<file path="config.mk">
export PLATFORM = sky130hd
export DESIGN_NAME = ctrl_pipe_unit
export DESIGN_NICKNAME = d
export VERILOG_FILES = /design/src/rtl/ctrl_pipe_unit.sv
export SDC_FILE = /design/constraint.sdc
export NUM_CORES = 1
export LEC_CHECK = 0
export ABC_CLOCK_PERIOD_IN_PS = 1800
export CAP_MARGIN = 0
export CORE_MARGIN = 10
export CORE_UTILIZATION = 56
export CTS_CLUSTER_DIAMETER = 150
export DETAILED_ROUTE_END_ITERATION = 8
export DONT_BUFFER_PORTS = 1
export PLACE_DENSITY = 0.82
export SLEW_MARGIN = 0
export SYNTH_ARGS = -nofsm -noshare
export SYNTH_HDL_FRONTEND = slang
export SYNTH_SLANG_ARGS = --single-unit
export TNS_END_PERCENT = 5
</file>
<file path="constraint.sdc">
create_clock -name i_clk -period 1.8 [get_ports i_clk]
set_input_delay 0.36 -clock i_clk [delete_from_list [all_inputs] [get_ports i_clk]]
set_output_delay 0.36 -clock i_clk [all_outputs]
set_load 0.01 [all_outputs]
</file>
<file path="src/rtl/ctrl_pipe_unit.sv">
// ctrl_pipe_unit: pipelined opcode control unit.
// The D-stage opcode is decoded here, and its control bits travel through
// E, M and W pipeline registers. The unit also raises a load-use stall and a
// taken-branch flush, and counts cycles with either one asserted. Both
// counters saturate at their maximum value.
//
// Handshake: the D-stage instruction is valid only while i_valid=1. When
// o_stall=1 the instruction is not accepted: the fetch/D latch must present
// it again next cycle, and a bubble enters E. When o_flush=1 the D-stage
// instruction is squashed and never reaches E, and fetch is redirected.
// o_flush wins over o_stall. M and W advance every cycle and never stall.
module ctrl_pipe_unit #(
    parameter int OPW   = 4,
    parameter int ALUFW = 2,
    parameter int RW    = 3,
    parameter int CW    = 16
) (
    input  logic             i_clk,
    input  logic             i_rst_n,
    input  logic             i_valid,
    input  logic [OPW-1:0]   i_opcode,
    input  logic [RW-1:0]    i_rd,
    input  logic [RW-1:0]    i_rs1,
    input  logic [RW-1:0]    i_rs2,
    input  logic             i_branch_taken,
    output logic             o_stall,
    output logic             o_flush,
    output logic [ALUFW-1:0] o_alufuncE,
    output logic             o_immE,
    output logic             o_branchE,
    output logic             o_illegalE,
    output logic             o_memwriteM,
    output logic             o_memtoregM,
    output logic             o_regwriteW,
    output logic             o_memtoregW,
    output logic [RW-1:0]    o_rdW,
    output logic [CW-1:0]    o_stall_cnt,
    output logic [CW-1:0]    o_flush_cnt
);

    // Highest legal opcode (JMP). Any larger value, including one with
    // nonzero bits above bit 3, is illegal.
    localparam logic [OPW-1:0] OP_LAST = OPW'(9);
    localparam logic [CW-1:0]  CNT_MAX = {CW{1'b1}};

    // E-stage contents. The jmp bit records that E holds a JMP, so a
    // redirect does not need the full opcode in E.
    typedef struct packed {
        logic             regwrite;
        logic             memtoreg;
        logic             memwrite;
        logic             imm;
        logic             branch;
        logic             jmp;
        logic             illegal;
        logic [ALUFW-1:0] alufunc;
        logic [RW-1:0]    rd;
    } e_stage_t;

    typedef struct packed {
        logic          regwrite;
        logic          memtoreg;
        logic          memwrite;
        logic [RW-1:0] rd;
    } m_stage_t;

    typedef struct packed {
        logic          regwrite;
        logic          memtoreg;
        logic [RW-1:0] rd;
    } w_stage_t;

    e_stage_t dec;
    e_stage_t e_d;
    e_stage_t e_q;
    m_stage_t m_q;
    w_stage_t w_q;

    logic          stall;
    logic          flush;
    logic          hazard_src;
    logic [CW-1:0] stall_cnt_q;
    logic [CW-1:0] flush_cnt_q;

    // Decode the D-stage opcode into E-stage control bits.
    always_comb begin
        dec    = '0;
        dec.rd = i_rd;
        if (i_opcode > OP_LAST) begin
            dec.illegal = 1'b1;
        end else begin
            case (i_opcode[3:0])
                4'd0: dec.illegal = 1'b0;
                4'd1: dec.regwrite = 1'b1;
                4'd2: begin
                    dec.regwrite = 1'b1;
                    dec.alufunc  = ALUFW'(2'b01);
                end
                4'd3: begin
                    dec.regwrite = 1'b1;
                    dec.alufunc  = ALUFW'(2'b10);
                end
                4'd4: begin
                    dec.regwrite = 1'b1;
                    dec.alufunc  = ALUFW'(2'b11);
                end
                4'd5: begin
                    dec.regwrite = 1'b1;
                    dec.imm      = 1'b1;
                end
                4'd6: begin
                    dec.regwrite = 1'b1;
                    dec.memtoreg = 1'b1;
                    dec.imm      = 1'b1;
                end
                4'd7: begin
                    dec.memwrite = 1'b1;
                    dec.imm      = 1'b1;
                end
                4'd8: begin
                    dec.branch  = 1'b1;
                    dec.alufunc = ALUFW'(2'b01);
                end
                4'd9: begin
                    dec.branch = 1'b1;
                    dec.jmp    = 1'b1;
                end
                default: dec.illegal = 1'b1;
            endcase
        end
    end

    // Hazard detection: a redirect from E, or a load in E whose result a
    // valid D instruction reads. A load to r0 never stalls.
    always_comb begin
        flush      = e_q.branch & (i_branch_taken | e_q.jmp);
        hazard_src = (e_q.rd == i_rs1) | (e_q.rd == i_rs2);
        stall      = i_valid & e_q.memtoreg & (e_q.rd != '0) & hazard_src & ~flush;
    end

    // Select what enters E next: a bubble on flush, stall or an empty D slot.
    always_comb begin
        e_d = dec;
        if (flush || stall || !i_valid) begin
            e_d = '0;
        end
    end

    // E/M/W pipeline registers. All three advance every cycle.
    always_ff @(posedge i_clk) begin
        if (!i_rst_n) begin
            e_q <= '0;
            m_q <= '0;
            w_q <= '0;
        end else begin
            e_q          <= e_d;
            m_q.regwrite <= e_q.regwrite;
            m_q.memtoreg <= e_q.memtoreg;
            m_q.memwrite <= e_q.memwrite;
            m_q.rd       <= e_q.rd;
            w_q.regwrite <= m_q.regwrite;
            w_q.memtoreg <= m_q.memtoreg;
            w_q.rd       <= m_q.rd;
        end
    end

    // Saturating counters of stall and flush cycles.
    always_ff @(posedge i_clk) begin
        if (!i_rst_n) begin
            stall_cnt_q <= '0;
            flush_cnt_q <= '0;
        end else begin
            if (stall && (stall_cnt_q != CNT_MAX)) begin
                stall_cnt_q <= stall_cnt_q + CW'(1);
            end
            if (flush && (flush_cnt_q != CNT_MAX)) begin
                flush_cnt_q <= flush_cnt_q + CW'(1);
            end
        end
    end

    // Drive the output ports from the stage registers.
    always_comb begin
        o_stall     = stall;
        o_flush     = flush;
        o_alufuncE  = e_q.alufunc;
        o_immE      = e_q.imm;
        o_branchE   = e_q.branch;
        o_illegalE  = e_q.illegal;
        o_memwriteM = m_q.memwrite;
        o_memtoregM = m_q.memtoreg;
        o_regwriteW = w_q.regwrite;
        o_memtoregW = w_q.memtoreg;
        o_rdW       = w_q.rd;
        o_stall_cnt = stall_cnt_q;
        o_flush_cnt = flush_cnt_q;
    end

endmodule
</file>
# Word-level counts from Yosys, hierarchy flattened
# Cells that the tools add are included.
word_totals:
  ff_bits: 55
  latchBits: 0
  mem_bits_rw: 0
  mem_bits_ro: 0
  inputBits: 17
  out_inout_bits: 46
  word_cells: 66
  memories: 0
op_classes:
  add_sub_neg: 2
  multipliers: 0
  div: 0
  order_cmp: 1
  eq_ne: 13
  shift: 0
  muxes: 9
  n_bitwise: 9
  reduce_logical: 14
op_table:
  columns: ["op", "n"]
  rows:
  - ["$add 16x1->16 const B", 2]
  - ["$ne 16x16->1 const B", 2]
  - ["$eq 4x3->1 const B", 4]
  - ["$reduce_or 10->1", 1]
  - ["$eq 4x2->1 const B", 2]
  - ["$eq 4x4->1 const B", 2]
  - ["$mux 1", 8]
  - ["$eq 3x3->1", 2]
  - ["$pmux 2 s3", 1]
  - ["$reduce_or 2->1", 3]
  - ["$reduce_or 3->1", 2]
  - ["$reduce_or 6->1", 1]
  - ["$and 1x1->1", 5]
  - ["$eq 4x1->1 const B", 1]
  - ["$gt 4x4->1 const B", 1]
  - ["$logic_not 4->1", 1]
  - ["$reduce_bool 3->1", 1]
  - ["$logic_and 1x1->1", 2]
  - ["$logic_or 1x1->1", 2]
  - ["$not 1->1", 2]
  - ["$or 1x1->1", 2]
  - ["$logic_not 1->1", 1]

# Longest topological paths before layout
# Gate-level depths: netlist (run 1).
logic_depth:
  word_depth: 7
  ltp_mapped: 7

# Worst setup path after synthesis (run 1)
# OpenSTA, ideal clock, no wires.
synth_timing:
  path_kind: "reg2reg"
  start: "register stall_cnt_q[2] (netlist: o_stall_cnt[2])"
  end: "register stall_cnt_q[11] (netlist: o_stall_cnt[11])"
  setup_ns: 0.070
  arrival_time_ns: 1.632
  t_required_ns: 1.730
  setup_slack_ns: 0.097
  path_stages_with_launch: 6
  period_less_slack_ns: 1.703
  path_cell_list: "dfxtp_1 -> and3_1 -> and4_1 -> o21ai_0 -> or4_1 -> a21oi_1"
synth_between:
  elab_chain_cells: 2
  word_cells_on_any_way: 3
  cone_classes: "add/sub (1); eq/ne (1); reduce/logical (1)"
synth_lines:
  columns: ["item", "line_no", "rtl"]
  rows:
  - ["start, declared", "82", "logic [CW-1:0] stall_cnt_q;"]
  - ["start signal, assigned", "174", "stall_cnt_q <= stall_cnt_q + CW'(1);"]
  - ["branches (longest 2 deep; another with $add 16x1->16)", null, null]
# Several ways; the timed one is not identified.
# A chain may end at the register's enable or synchronous reset.

# Worst setup path after layout (run 1)
layout_timing:
  start: "register e_q[0] (netlist bit)"
  end: "register stall_cnt_q[4] (netlist: o_stall_cnt[4])"
layout_between:
  elab_chain_cells: 5
  word_cells_on_any_way: 8
  cone_classes: "eq/ne (2); bitwise (4); reduce/logical (2)"
layout_lines:
  columns: ["item", "line_no", "rtl"]
  rows:
  - ["start, declared", "75", "e_stage_t e_q;"]
  - ["start signal, assigned", "152", "e_q <= '0;"]
  - ["start signal, assigned", "156", "e_q <= e_d;"]
  - ["$eq 3x3->1 or $reduce_bool 3->1 (tied branches)", "137, 138", null]
  - ["$or 1x1->1 or $and 1x1->1 (tied branches)", "137, 138", null]
  - ["$and 1x1->1 (*) (2 in series)", "138", "stall = i_valid & e_q.memtoreg & (e_q.rd != '0) & hazard_src & ~flush;"]
  - ["$logic_and 1x1->1 (*)", "173", "if (stall && (stall_cnt_q != CNT_MAX)) begin"]
# Every way passes the cells marked *; elsewhere a longest branch is shown, timed or not.

==> results by group, run 1 <==
Status
  – Status: complete, but fails checks
  – Failing checks: setup timing

Finish
  – Final Cell Area: 0.00311 mm^2
  – Diode count: 0
  – Multi-input logic area: 0.00137 mm^2
  – Ratio of cells with drive above 1 in the final layout: 26.6%
  – P&R area growth vs syn: 27.3%
  – Layout fillers: 275
  – Final Core Density: 75.6%
  – Seq. cell area: 0.00111 mm^2
  – Most common cell after layout, fill and taps aside: dfxtp_1
  – Final nets: 330
  – Highest-count cells in the layout ignoring fill and taps: dfxtp_1, buf_4, nor2_1

Placed design
  – Gpl congestion: 0.884
  – Dpl hpwl: 4680 um
  – Placed instance area: 0.00282 mm^2
  – Place WS: -0.0587 ns
  – Port buffer count: 0

Routing
  – Final WL: 6690 um
  – Via Count: 2149
  – Vias per cell: 5.94
  – Post-route ant nets: 0
  – DRT iter0 DRCs: 193
  – Routed WL per cell: 18.5 um
  – First-pass DRT Iterations: 4
  – DRC Markers: 0

Power and ir drop
  – Worst IR Drop VDD: 0.000562 V
  – Clock share of power: 34.9%
  – Part of the power in registers: 61.1%
  – Internal Power: 0.00155 W
  – Power per cell area: 651 mW/mm^2
  – Leak pwr: 1.21 nW
  – Switch share: 23.5%
  – Psw: 0.000476 W
  – Combinational Power Share: 4.0%

CTS
  – Clock root buffer: clkbuf_8
  – CTS tree: yes
  – Clk pin slew, worst setup/hold paths: 0.11 ns
  – Clock sink count: 55
  – Clk_lat worst skew: 0.30 ns
  – CTS buffer count: 5
  – H-tree lvl count: 2
  – Clk buf depth: 2

Worst setup path
  – Max FO, Critical Path: 5
  – Data arrival time at the worst-slack endpoint: 2.19 ns
  – CP Class: reg2reg
  – Crit-path slowest cell: or4_4
  – Worst-path cell chain: xor2_2 -> nor3_2 -> buf_4 -> o211ai_4 -> buf_12 -> buf_6 -> or4_4 -> a21oi_2
  – Reg-to-reg endpoint: o_stall_cnt[4]$_SDFFE_PN0P_
  – Max incr delay on CP: 0.50 ns
  – Endpoint class of the critical path: register
  – CP startpoint kind: register
  – Reg2Reg Setup Slack: -0.15 ns
  – Critical Path RT: 2.04 ns
  – Reg2Reg Depth: 8
  – Crit Reg-Reg Startpoint: e_q[0]$_SDFF_PP0_

STA
  – Final hold slack: 0.119 ns
  – Minimum clock period: 1.95 ns
  – Final worst-path cycle share: 108%
  – Hold Fails Final Rpt: 0
  – RSZ-0062 raised after global routing: yes
  – Final Skew: 0.0120 ns
  – Final Setup Violations: 13
  – Worst Tran Pin Value: 0.522 ns
  – Final worst-path setup slack: -0.148 ns
  – Slew Viols, Final: 0
  – Setup_tns: -1.07 ns
  – FMAX: 513 MHz
  – Max transition margin: 65.0%

Global route
  – Overflow after GRT: 0
  – Initial antenna violation count: 0
  – GRT Overall Usage: 16.8%
  – Vias in the first global route: 2164
  – Pin count of the biggest net entering global routing: 27
  – Global-route wire length before repair: 10400 um

Flow run
  – Max cap viols: 0

Floorplanning
  – Die W: 86.1 um
  – Die height: 86.1 um
  – Core area: 0.00412 mm^2
  – DIE AREA: 0.00741 mm^2
  – FP Rows: 23
  – Starting Density: 59.4%
  – IO Pins: 63

Synthesis
  – Cells after Synth: 264
  – Yosys Warn Count: 0
  – Synthesized flop and latch total: 55
  – Synthesized area: 0.00244 mm^2
  – Ys async rst share: 0%
  – Post-synthesis cell type count: 47
  – Post-synthesis sequential area ratio: 45.1%
  – Syn avg cell area: 9.26 um^2
  – EDFF count, synth: 0
  – Syn nets: 283
  – Ys flop type: dfxtp_1

Min path
  – Min-Delay Startpoint: i_opcode[3]
  – Hold Path Sink: e_q[11]$_SDFF_PP0_
  – Min-delay worst type: in2reg
  – Hold Path Cell Cnt: 1
[routing by layer]
layer | routed length, um | GRT usage, %
met5 | 0 | 0
met3 | 585 | 6.15
met1 | 2550 | 17.9
met2 | 3480 | 29.8
met4 | 80 | 5.69
[registers in the layout (all words and copies together), names as in the netlist]
register / flops
e_q: 7
m_q: 4
o_alufuncE: 2
o_branchE: 1
o_flush_cnt: 16
o_illegalE: 1
o_immE: 1
o_memtoregM: 1
o_memtoregW: 1
o_memwriteM: 1
o_rdW: 3
o_regwriteW: 1
o_stall_cnt: 16
[per-stage QoR]
| stage | power, W | cells |
|---|---|---|
| global placement | 0.00133 | 349 |
| finish | 0.00202 | 362 |
| detailed placement | 0.00133 | 349 |
| global route | 0.00208 | 362 |
| floorplan | 0.00132 | 264 |
| CTS | 0.00202 | 361 |
[power groups by stage]
stage | Clock [W] | Combinational, W | Sequential, W
after floorplan | 0 | 0.0000523 | 0.00126
after global placement | 0 | 0.0000613 | 0.00126
after detailed placement | 0 | 0.0000640 | 0.00127
after CTS | 0.000710 | 0.0000735 | 0.00124
after global routing | 0.000754 | 0.0000870 | 0.00124
final | 0.000706 | 0.0000801 | 0.00124
[worst max path at each step]
stage | from | slack [ns] | cells past startpoint | end
2_1_floorplan | o_stall_cnt[2]$_SDFFE_PN0P_ | 0.1 | 5 | o_stall_cnt[11]$_SDFFE_PN0P_
3_3_place_gp | i_rs1[1] | 0.08 | 6 | o_stall_cnt[4]$_SDFFE_PN0P_
3_5_place_dp | e_q[1]$_SDFF_PP0_ | -0.06 | 6 | e_q[11]$_SDFF_PP0_
4_1_cts | e_q[0]$_SDFF_PP0_ | -0.12 | 6 | o_stall
5_1_grt | e_q[0]$_SDFF_PP0_ | -0.23 | 8 | o_stall_cnt[4]$_SDFFE_PN0P_
6_report | e_q[0]$_SDFF_PP0_ | -0.15 | 8 | o_stall_cnt[4]$_SDFFE_PN0P_
[cells by family after synthesis]
family	after synthesis	share of synthesized area [%]
flip-flops	55	45.1
AND/OR/NAND/NOR	116	27.7
XOR/XNOR	19	6.81
buffers and inverters	17	3.33
AO/OA/AOI/OAI	52	14.9
adder cells (fa/ha/maj)	2	1.02
multiplexers	3	1.23
[Yosys cell counts, types with 5 or more instances]
library cell   n  area share (%)
a21oi_1       12             2.5
and2_1        15             3.8
and3_1         6             1.5
and4_1        10             3.6
clkbuf_1       6            0.92
dfxtp_1       55              45
inv_1          6            0.92
nand2_1       13             2.0
nand3_1       16             3.3
nand4_1        6             1.5
nor2_1        20             3.1
nor3_1         5             1.0
o211ai_1       5             1.5
o21ai_0       10             2.0
o31ai_1        8             2.5
or4_1          8             2.5
xor2_1        17             6.1
[what timing repair did]
item | in CTS | in global routing
pin swaps | 19 | 5
resized for setup | 20 | 15
endpoints found under the setup margin | 11 | 23
cloned | 1 | 0
buffers inserted | 3 | 1
hold buffers | 0 | 0
[final cells by class]
type	instances	share of cell area, %
tap	50	2.01
sequential	55	35.7
clock inverter	3	0.805
multi-input combinational	192	44.1
clock buffer	5	2.21
timing repair buffer	51	14.4
inverter	6	0.805
[critical path: cells and delay by family (launching register included)]
kind / cells / cell delay, ns
and+or+nand+nor: 2 / 0.70
buffers and inverters: 3 / 0.43
DFF: 1 / 0.38
AOI/OAI and AO/OA: 2 / 0.22
xor gates and xnor gates: 1 / 0.15
Power figures use the tool's default switching activity.
==> inputs of run 2 (changes only) <==
--- a/config.mk
+++ b/config.mk
@@ -6,13 +6,13 @@
 export NUM_CORES = 1
 export LEC_CHECK = 0
 export ABC_CLOCK_PERIOD_IN_PS = 1800
+export BUFFER_PORTS_ARGS = -buffer_cell sky130_fd_sc_hd__buf_2
 export CAP_MARGIN = 0
 export CORE_MARGIN = 10
-export CORE_UTILIZATION = 56
+export CORE_UTILIZATION = 47
 export CTS_CLUSTER_DIAMETER = 150
 export DETAILED_ROUTE_END_ITERATION = 8
-export DONT_BUFFER_PORTS = 1
-export PLACE_DENSITY = 0.82
+export PLACE_DENSITY = 0.83
 export SLEW_MARGIN = 0
 export SYNTH_ARGS = -nofsm -noshare
 export SYNTH_HDL_FRONTEND = slang
==> run 2 against run 1 <==
  * The run still ends with setup timing left
  * Sequential share of layout area fell by 2.5 points
  * Setup slack improved by 0.082 ns
  * Critical path depth fell by 3
  * Die area rose by 15%
  * Final area rose by 7.7%
  * Cell count rose by 19%
  * Largest cell class unchanged
  * Largest power group unchanged
  * Highest routed layer unchanged
==> results by group, run 2 (synthesis gave the netlist of run 1 again) <==
CTS
  – H-tree lvl count: 2 (unchanged)
  – Clk buf depth: 2 (unchanged)
  – Clock root buffer: clkbuf_8
  – Clock sink count: 55 (unchanged)
  – CTS buffer count: 5 (unchanged)
  – CTS tree: yes
  – Clk_lat worst skew: 0.30 ns (about the same)
  – Post-CTS Hold Buffers: 0 (unchanged)
  – Clk pin slew, worst setup/hold paths: 0.09 ns (-0.02 ns)

Worst setup path
  – Max FO, Critical Path: 3 (-2)
  – CP Class: reg2out
  – Critical Path RT: 1.44 ns (-0.60 ns)
  – Data arrival time at the worst-slack endpoint: 1.51 ns (-0.68 ns)
  – CP startpoint kind: register
  – Endpoint class of the critical path: primary output

Floorplanning
  – FP Rows: 26 (+13%)
  – IO Pins: 63 (unchanged)
  – Core area: 0.00507 mm^2 (+23%)
  – DIE AREA: 0.00848 mm^2 (+15%)
  – Die height: 92.1 um (+7.0%)
  – Die W: 92.1 um (+7.0%)
  – Starting Density: 48.2% (-11 points)

Placed design
  – Placed instance area: 0.00305 mm^2 (+8.3%)
  – Dpl hpwl: 4730 um (+1.1%)
  – Place WS: -0.181 ns (-0.122 ns)
  – Gpl congestion: 0.960 (+8.5%)
  – Port buffer count: 62 (+62)

Finish
  – Ratio of cells with drive above 1 in the final layout: 38.2% (+12 points)
  – Diode count: 0 (unchanged)
  – Final Cell Area: 0.00335 mm^2 (+7.7%)
  – P&R area growth vs syn: 37.1%
  – Final nets: 380 (+15%)
  – Final Core Density: 66.0% (-9.6 points)
  – Layout fillers: 436 (+59%)
  – Most common cell after layout, fill and taps aside: buf_2
  – Highest-count cells in the layout ignoring fill and taps: buf_2, dfxtp_1, buf_4

STA
  – Final hold slack: 0.252 ns (+0.133 ns)
  – Final Setup Violations: 3 (-10)
  – FMAX: 536 MHz (+4.4%)
  – Worst Tran Pin Value: 0.444 ns (-0.0784 ns)
  – Final worst-path cycle share: 104% (-4.6 points)
  – RSZ-0062 raised after global routing: yes
  – Hold Fails Final Rpt: 0 (unchanged)
  – Final worst-path setup slack: -0.0657 ns (+0.0820 ns)
  – Slew Viols, Final: 0 (unchanged)
  – Max transition margin: 70.4% (+5.3 points)
  – Final Skew: 0.00630 ns (-0.00575 ns)
  – Minimum clock period: 1.87 ns (-0.0820 ns)

Routing
  – Post-route ant nets: 0 (unchanged)
  – DRC Markers: 0 (unchanged)
  – Via Count: 2336 (+8.7%)
  – Routed WL per cell: 15.0 um (-19%)
  – DRT iter0 DRCs: 93 (-52%)
  – First-pass DRT Iterations: 4 (unchanged)
  – Final WL: 6470 um (-3.3%)
  – Vias per cell: 5.42 (-8.7%)

Global route
  – Global-route wire length before repair: 10500 um (+0.60%)
  – Vias in the first global route: 2328 (+7.6%)
  – GRT Overall Usage: 14.6% (-2.2 points)
  – M2 GR Usage: 25.8% (-4.1 points)
  – Overflow after GRT: 0 (unchanged)
  – Met1 usage: 15.7% (-2.3 points)
  – M3 GR Usage: 5.38% (-0.77 points)
  – Layer with the highest usage: met2
  – Pin count of the biggest net entering global routing: 19 (-30%)
  – Initial antenna violation count: 0 (unchanged)

Flow run
  – Max cap viols: 0 (unchanged)

Status
  – Status: complete, but fails checks
  – Failing checks: setup timing

Power and ir drop
  – Leak pwr: 1.45 nW (+20%)
  – Worst IR Drop VDD: 0.000406 V (-28%)
  – Power per cell area: 642 mW/mm^2 (-1.3%)

Min path
  – Min-delay worst type: in2reg
run 2: cell count changes in the layout (fill, tap and decap cells not counted), moves of 2 or more:
cell | before | now
or4_4 | 1 | 4
o31ai_1 | 5 | 8
or4_1 | 7 | 4
o31ai_2 | 3 | 0
a21oi_2 | 1 | 6
inv_6 | 2 | 0
buf_2 | 0 | 61
buf_4 | 44 | 35
a21oi_1 | 11 | 6
run 2: layout make-up:
cell class | count | area [um^2] | area share, %
multi-input cells | 192 | 1390 | 41.5
flip-flops and latches | 55 | 1110 | 33.2
repair buffers | 101 | 633 | 18.9
well taps | 70 | 87.6 | 2.61
clock buffers | 5 | 68.8 | 2.05
clock inverters | 2 | 37.5 | 1.12
inverters | 6 | 22.5 | 0.672
run 2: path summary, 6_finish.rpt:
path	from	to	slack, ns	cells past startpoint
worst max-delay path	e_q[0]$_SDFF_PP0_	o_stall	-0.07	5
worst min-delay path	i_rd[2]	e_q[2]$_SDFF_PP0_	0.25	2
worst max register to register	e_q[2]$_SDFF_PP0_	o_stall_cnt[11]$_SDFFE_PN0P_	-0.02	6
worst min register to register	m_q[5]$_SDFF_PN0_	o_regwriteW$_SDFF_PN0_	0.44	1
run 2: worst max-delay path, stage by stage (launching register included):
cell and delay [ns]:
dfxtp_2 0.37, buf_4 0.15, o311a_4 0.37, o211ai_4 0.11, inv_2 0.08, buf_6 0.12
run 2: report_power, final:
group	internal, W	switching [W]
clock	0.000407	0.000378
sequential	0.00123	0.00000766
combinational	0.0000583	0.0000747
run 2: routing by layer:
| layer | part of all wire, % | up-vias | wire [um] |
|---|---|---|---|
| met5 | 0 | - | 0 |
| met4 | 1.8 | 0 | 118 |
| met3 | 7.1 | 11 | 459 |
| met2 | 50 | 74 | 3230 |
| met1 | 41 | 1090 | 2660 |
| li1 | - | 1161 | - |
run 2: repair_timing:
item | 4_1_cts | 5_1_grt
buffers inserted | 4 | 0
gates cloned | 1 | 0
pin swaps | 13 | 9
gates resized for setup | 10 | 29
setup endpoints to repair | 11 | 21
run 2: stage by stage:
| stage | instances | setup TNS (ns) | total power, W |
|---|---|---|---|
| floorplan | 264 | 0 | 0.00132 |
| global placement | 419 | -1.16 | 0.00137 |
| detailed placement | 419 | -1.78 | 0.00138 |
| CTS | 431 | -0.206 | 0.00216 |
| global route | 431 | -0.856 | 0.00224 |
| finish | 431 | -0.0921 | 0.00215 |
